**config.mk**
```make
export PLATFORM = sky130hd
export DESIGN_NAME = alkqshf
export DESIGN_NICKNAME = d
export VERILOG_FILES = /design/src/rtl/alk_pkg.sv /design/src/rtl/alkqshf_step.sv /design/src/rtl/alkqshf.sv
export SDC_FILE = /design/constraint.sdc
export NUM_CORES = 1
export LEC_CHECK = 0
export ABC_AREA = 1
export BUFFER_PORTS_ARGS = -buffer_cell sky130_fd_sc_hd__buf_2
export CAP_MARGIN = 10
export CELL_PAD_IN_SITES_DETAIL_PLACEMENT = 1
export CELL_PAD_IN_SITES_GLOBAL_PLACEMENT = 2
export CORE_UTILIZATION = 26
export CTS_BUF_LIST = sky130_fd_sc_hd__clkbuf_16
export CTS_CLUSTER_SIZE = 20
export DETAILED_ROUTE_END_ITERATION = 7
export PLACE_DENSITY = 0.76
export SETUP_SLACK_MARGIN = 0.05
export SLEW_MARGIN = 40
export SYNTH_ARGS = -nofsm -noshare
export SYNTH_HDL_FRONTEND = slang
export SYNTH_SLANG_ARGS = --single-unit
```
**constraint.sdc**
```tcl
create_clock -name clk_h -period 1.35 [get_ports clk_h]
set_input_delay 0.0675 -clock clk_h [delete_from_list [all_inputs] [get_ports clk_h]]
set_output_delay 0.0675 -clock clk_h [all_outputs]
set_load 0.03 [all_outputs]
```
**src/rtl/alk_pkg.sv**
```systemverilog
// Shared types and constants for the ALK A/Q double-register shifter slice.
// Holds the FSM state enum, the fill-select encoding and the shift direction constants.
package alk_pkg;

    localparam int ALK_WIDTH = 8;
    localparam int ALK_CNTW  = 5;

    typedef enum logic [1:0] {
        IDLE  = 2'd0,
        SHIFT = 2'd1,
        DONE  = 2'd2
    } state_e;

    typedef enum logic [1:0] {
        FILL_SIN  = 2'd0,
        FILL_ONE  = 2'd1,
        FILL_WRAP = 2'd2
    } fill_sel_e;

    localparam logic DIR_RIGHT = 1'b0;
    localparam logic DIR_LEFT  = 1'b1;

    // A step op forces a 1 in only when the flag for its own direction is active.
    function automatic fill_sel_e step_fill_sel(input logic dir,
                                                input logic qsi1_l,
                                                input logic asi1_l);
        logic flag;
        flag = (dir == DIR_LEFT) ? ~qsi1_l : ~asi1_l;
        return flag ? FILL_ONE : FILL_SIN;
    endfunction

endpackage

```
**src/rtl/alkqshf_step.sv**
```systemverilog
// Combinational single-bit shifter of the {A,Q} register pair.
// out_bit is the bit that leaves the pair; fill enters at the opposite end.
module alkqshf_step
    import alk_pkg::*;
#(
    parameter int WIDTH = ALK_WIDTH
) (
    input  logic [WIDTH-1:0] a,
    input  logic [WIDTH-1:0] q,
    input  logic             dir,
    input  logic             fill,
    output logic [WIDTH-1:0] a_nxt,
    output logic [WIDTH-1:0] q_nxt,
    output logic             out_bit
);

    assign out_bit = (dir == DIR_LEFT) ? a[WIDTH-1] : q[0];

    assign {a_nxt, q_nxt} = (dir == DIR_LEFT) ? {a[WIDTH-2:0], q, fill}
                                              : {fill, a, q[WIDTH-1:1]};

endmodule

```
**src/rtl/alkqshf.sv**
```systemverilog
// Iterative A/Q double-register shifter: loads A from the ALU, then shifts {A,Q} one bit per cycle.
// Optional sticky tracking of right-shifted-out bits is enabled by defining ALK_QSHF_STICKY_EN.
module alkqshf
    import alk_pkg::*;
#(
    parameter int WIDTH = ALK_WIDTH,
    parameter int CNTW  = ALK_CNTW
) (
    input  logic             clk_h,
    input  logic             reset_l,
    input  logic             uop_valid_h,
    input  logic             op_shf_h,
    input  logic             op_rot_h,
    input  logic             op_qsi1_l,
    input  logic             op_asi1_l,
    input  logic             op_wbus30_h,
    input  logic             shf_dir_h,
    input  logic [CNTW-1:0]  shf_cnt_h,
    input  logic [WIDTH-1:0] alu_h,
    input  logic [WIDTH-1:0] wbus_h,
    input  logic             sin_h,
    output logic [WIDTH-1:0] a_h,
    output logic [WIDTH-1:0] q_h,
    output logic             sout_h,
    output logic             busy_h,
    output logic             done_h,
    output logic             sticky_h
);

    state_e          state_q;
    logic [WIDTH-1:0] a_q;
    logic [WIDTH-1:0] q_q;
    logic [WIDTH-1:0] a_d;
    logic [WIDTH-1:0] q_d;
    logic [CNTW-1:0] cnt_q;
    logic            dir_q;
    fill_sel_e       fill_sel_q;

    logic any_op;
    logic accept;
    logic shifting;
    logic wrap_bit;
    logic fill_bit;
    logic step_out;

    assign shifting = (state_q == SHIFT);
    assign any_op   = op_shf_h | op_rot_h | op_wbus30_h | ~op_qsi1_l | ~op_asi1_l;
    assign accept   = uop_valid_h & ~shifting & any_op;

    // Wrap bit is derived here rather than from the step block to keep the fill path loop-free.
    assign wrap_bit = (dir_q == DIR_LEFT) ? a_q[WIDTH-1] : q_q[0];

    always_comb begin
        fill_bit = sin_h;
        unique case (fill_sel_q)
            FILL_ONE:  fill_bit = 1'b1;
            FILL_WRAP: fill_bit = wrap_bit;
            default:   fill_bit = sin_h;
        endcase
    end

    alkqshf_step #(
        .WIDTH(WIDTH)
    ) u_step (
        .a      (a_q),
        .q      (q_q),
        .dir    (dir_q),
        .fill   (fill_bit),
        .a_nxt  (a_d),
        .q_nxt  (q_d),
        .out_bit(step_out)
    );

    // NOTE: sequential state uses non-blocking assignments so every flop samples pre-edge values.
    always_ff @(posedge clk_h) begin
        if (!reset_l) begin
            state_q    <= IDLE;
            a_q        <= '0;
            q_q        <= '0;
            cnt_q      <= '0;
            dir_q      <= DIR_RIGHT;
            fill_sel_q <= FILL_SIN;
        end else begin
            unique case (state_q)
                SHIFT: begin
                    a_q   <= a_d;
                    q_q   <= q_d;
                    cnt_q <= cnt_q - CNTW'(1);
                    if (cnt_q <= CNTW'(1)) begin
                        state_q <= DONE;
                    end
                end
                default: begin
                    if (!accept) begin
                        state_q <= IDLE;
                    end else if (op_wbus30_h) begin
                        q_q     <= wbus_h;
                        state_q <= DONE;
                    end else if (op_rot_h || op_shf_h) begin
                        a_q        <= alu_h;
                        cnt_q      <= shf_cnt_h;
                        dir_q      <= shf_dir_h;
                        fill_sel_q <= op_rot_h ? FILL_WRAP : FILL_SIN;
                        state_q    <= (shf_cnt_h != '0) ? SHIFT : DONE;
                    end else begin
                        a_q        <= alu_h;
                        cnt_q      <= CNTW'(1);
                        dir_q      <= shf_dir_h;
                        fill_sel_q <= step_fill_sel(shf_dir_h, op_qsi1_l, op_asi1_l);
                        state_q    <= SHIFT;
                    end
                end
            endcase
        end
    end

`ifdef ALK_QSHF_STICKY_EN
    logic sticky_q;

    // Cleared by any shifting accept; a Q-only load leaves the previous result visible.
    always_ff @(posedge clk_h) begin
        if (!reset_l) begin
            sticky_q <= 1'b0;
        end else if (accept && !op_wbus30_h) begin
            sticky_q <= 1'b0;
        end else if (shifting && (dir_q == DIR_RIGHT) && (fill_sel_q != FILL_WRAP)) begin
            sticky_q <= sticky_q | q_q[0];
        end
    end

    assign sticky_h = sticky_q;
`else
    assign sticky_h = 1'b0;
`endif

    assign a_h    = a_q;
    assign q_h    = q_q;
    assign busy_h = shifting;
    assign done_h = (state_q == DONE);
    assign sout_h = shifting ? step_out : 1'b0;

endmodule

```
==> impl.org <==
** Run status
- The flow ran to the end, and the final reports show no timing, DRC or antenna violations.

** Timing
- Final Cycle Share :: 0.9230
- Between clock sinks in the finished design, the worst skew comes to approximately 0.0013 ns.
- Highest attainable clock frequency :: about 800 MHz
- Final min period :: ~1.2 ns
- PnR worst setup slack :: a little over 0.1 ns
- The count of pins over their slew limit is 0.
- Setup Viol. Count Final :: 0
- RSZ-0062 raised after global routing :: true
- Number of endpoints with negative hold slack in the final report :: 0

** Layout
- Once layout is complete, the utilization of the core stands at 0.3413.
- Of the cells placed in the final design, the portion with a size suffix greater than 1 is 0.2575.
- After the flow finishes, the layout carries non-filler instances totaling roughly 370.
- Relative to the synthesized area, the layout overhead comes to 25.79%.
- 0 antenna diodes ended up in the layout.
- Net count reported at finish :: roughly 340

** Detailed routing
- Routed vias/inst :: around 4.7
- After detailed routing, the number of remaining DRC violations is 0.
- Detailed Route Iter0 Violations :: 33
- Summed over all layers, the routed wires come to around 4800 µm.
- For this run, the detailed router's first-pass iteration total came to 4.
- Total number of vias :: roughly 1,700
- Antenna-violating nets left :: 0
- Dividing the detail-routed wire length by the instance count gives approximately 13 µm.

** CTS
- TritonCTS clock tree :: built
- The number of hold buffers added after CTS was 0.
- Root cell of the clock tree :: clkbuf_16
- The clock net in this run drives a total of 26 sinks.
- Clock buffer count from CTS :: 3
- CTS max path bufs :: 2
- Clock-pin slew was measured on the worst setup and hold paths at 0.07 ns.
- H-tree Lvls :: 1
- Latest clock arrival within the worst-skew pair :: about 0.26 ns

** Place
- Worst setup slack after placement :: -0.006267 ns
- Placed Instances :: between 300 and 400
- Number of buffer cells added on primary ports :: 49
- Placed wire-length estimate after detailed placement :: 3738 µm
- The congestion estimate from routability-driven global placement came to between 0.7 and 0.8.

** Floorplanning
- For this configuration, the core starts out at a cell density of 0.2713.
- In this run the count of I/O pins placed on the die edge is 51.
- Number of cell rows :: 28
- Die W :: between 80 and 90 µm
- Core area :: around 6000 µm²
- Die extent in y :: a little over 80 µm
- The die covers approximately 6600 µm².

** Setup path
- Endpoint type of the worst setup path :: output pin
- STA classifies the critical path startpoint as a register.
- CP required :: ~1.3 ns
- The largest single stage delay on the critical path is between 0.3 and 0.4 ns.
- Setup Crit Path Kind :: reg2out
- In this design, the largest share of critical-path delay is due to buffers and inverters.
- CP cell instances :: inv_2 > nand2_4 > buf_6 > nor2_1 > buf_4
- Counting both buffers and inverters, the worst setup path holds a total of 3.
- For the worst setup path, the data arrival time is ~1.2 ns.
- The slowest stage of the critical path is the dfxtp_1 cell.
- Maximum fanout encountered on the critical timing path :: 10

** Flow run
- The tool flagged a number of max-cap violations equal to 0.

** Global routing
- Via count of the first global-routing pass :: between 1,500 and 2,000
- Summed over all layers, the global routing overflow is 0.
- First-pass GRT wire length :: between 7000 and 8000 µm
- For this run, the total global-route usage over all layers was measured as 0.1557.
- Number of antenna violations at the first check in global routing :: 0
- Entering global routing, the biggest net connects 24 pins.

** Yosys
- Fraction of the yosys area taken by sequential cells :: 0.3202
- Of all flip-flops after synthesis, the portion carrying an async set or reset was 0.
- Count of unique library cells instantiated by Yosys :: 23
- The number of nets handed over by synthesis was 285.
- In the synthesized netlist, the number of instances is 250.
- Dividing the synthesized area by the synthesized cell count gives around 6.5 µm².
- Synth Flop Type :: dfxtp_1
- Counting flops and latches in the post-synthesis netlist gives 26.
- EDFF count, synth :: 0
- The mapped netlist covers approximately 1600 µm².
- Number of warning messages in the yosys log :: 0

** Pwr
- Leakage power figure :: slightly below 1 nW
- Peak supply drop :: 0.4850 mV
- Power spread over the standard cell area amounts to roughly 1100 nW/µm².

** Min path
- Path category of the worst min-delay check :: in2reg
==> worst paths after layout <==
kind	from	end	slack, ns	cells after the start
setup / recovery	state_q[1]	sout_h	0.10	5
hold / removal	wbus_h[7]	q_h[7]	0.07	3
setup reg to reg	state_q[1]	q_h[4]	0.15	6
hold reg to reg	cnt_q[3]	cnt_q[3]	0.51	2
==> routing by layer <==
layer	up-vias	global-route usage	wire length (µm)
li1	912	-	-
met4	0	0.04286	42
met2	33	0.2597	2200
met3	4	0.02584	181
met5	-	0	0
met1	793	0.2055	2362
==> registers in the layout, summed over array words and instances, names as in the netlist <==
| name | cells |
|---|---|
| a_h | 8 |
| q_h | 8 |
| cnt_q | 5 |
| fill_sel_q | 2 |
| state_q | 2 |
| dir_q | 1 |
==> cells in the mapped netlist (3+ instances only) <==
cell / instances / area [µm²]
dfxtp_1: 26 / 520.5
buf_6: 7 / 78.83
a21oi_1: 29 / 145.1
o21ai_0: 20 / 100.1
nor2_1: 41 / 153.9
nand3_1: 16 / 80.08
o21ai_1: 19 / 95.09
inv_1: 16 / 60.06
buf_2: 3 / 15.01
nand2_1: 50 / 187.7
ha_1: 4 / 50.05
inv_2: 4 / 15.01
==> timing repair <==
item                                    in CTS  in global routing
pin swaps                                    0                  1
hold endpoints to repair                     0                  0
endpoints found under the setup margin       9                 19
resized for setup                            4                  7
setup buffers                                0                  0
==> worst reg2reg max path, cell delays in order, from the launching register on <==
cell and delay (ns):
dfxtp_1 0.38, inv_2 0.07, nand2_4 0.10, buf_4 0.24, a21oi_1 0.07, a21oi_1 0.14, a21oi_1 0.08
==> through the flow <==
stage                     cell area [µm²]  hold slack [ns]   TNS [ns]  total power, mW
final                                2044          0.06762          0            2.296
after global routing                 2044          0.07414          0            2.459
after CTS                            2013          0.06380          0            2.321
after detailed placement             1923           0.3413  -0.006267            1.629
after global placement               1923           0.3332          0            1.621
after floorplan                      1625           0.2059          0            1.427
==> report_power, final <==
part / total, mW / internal [mW] / switching, mW
sequential: 0.925 / 0.847 / 0.0780
combinational: 0.696 / 0.251 / 0.445
clock: 0.675 / 0.397 / 0.278
==> logic make-up after synthesis <==
| group | after synthesis | share of synthesized area |
|---|---|---|
| AO/OA/AOI/OAI | 71 | 0.2248 |
| XOR/XNOR | 1 | 0.005390 |
| AND/OR/NAND/NOR | 113 | 0.2987 |
| flip-flops | 26 | 0.3202 |
| buffers and inverters | 34 | 0.1178 |
| adder cells (fa/ha/maj) | 4 | 0.03079 |
| other | 1 | 0.002307 |
==> placed cells by master, fill, tap and decap left out, types with 2 or more instances in the layout <==
cell / n
nor2_4: 2
clkbuf_16: 3
a21oi_2: 2
nor2_1: 40
buf_2: 47
buf_4: 9
a21oi_1: 29
o21ai_0: 20
inv_1: 16
o21ai_1: 19
ha_1: 3
buf_6: 3
dfxtp_1: 25
inv_2: 3
nand3_1: 16
nand2_1: 49
nand2_4: 2
==> area by class of cell <==
class | count | area (µm²)
Clock buffer | 3 | 75.07
Clock inverter | 1 | 3.754
Fill cell | 800 | 3946
Inverter | 20 | 77.57
Multi-Input combinational cell | 190 | 935.9
Sequential cell | 26 | 521.8
Tap cell | 75 | 93.84
Timing Repair Buffer | 59 | 336.6
Note: power is estimated with default switching activity, not from simulation.
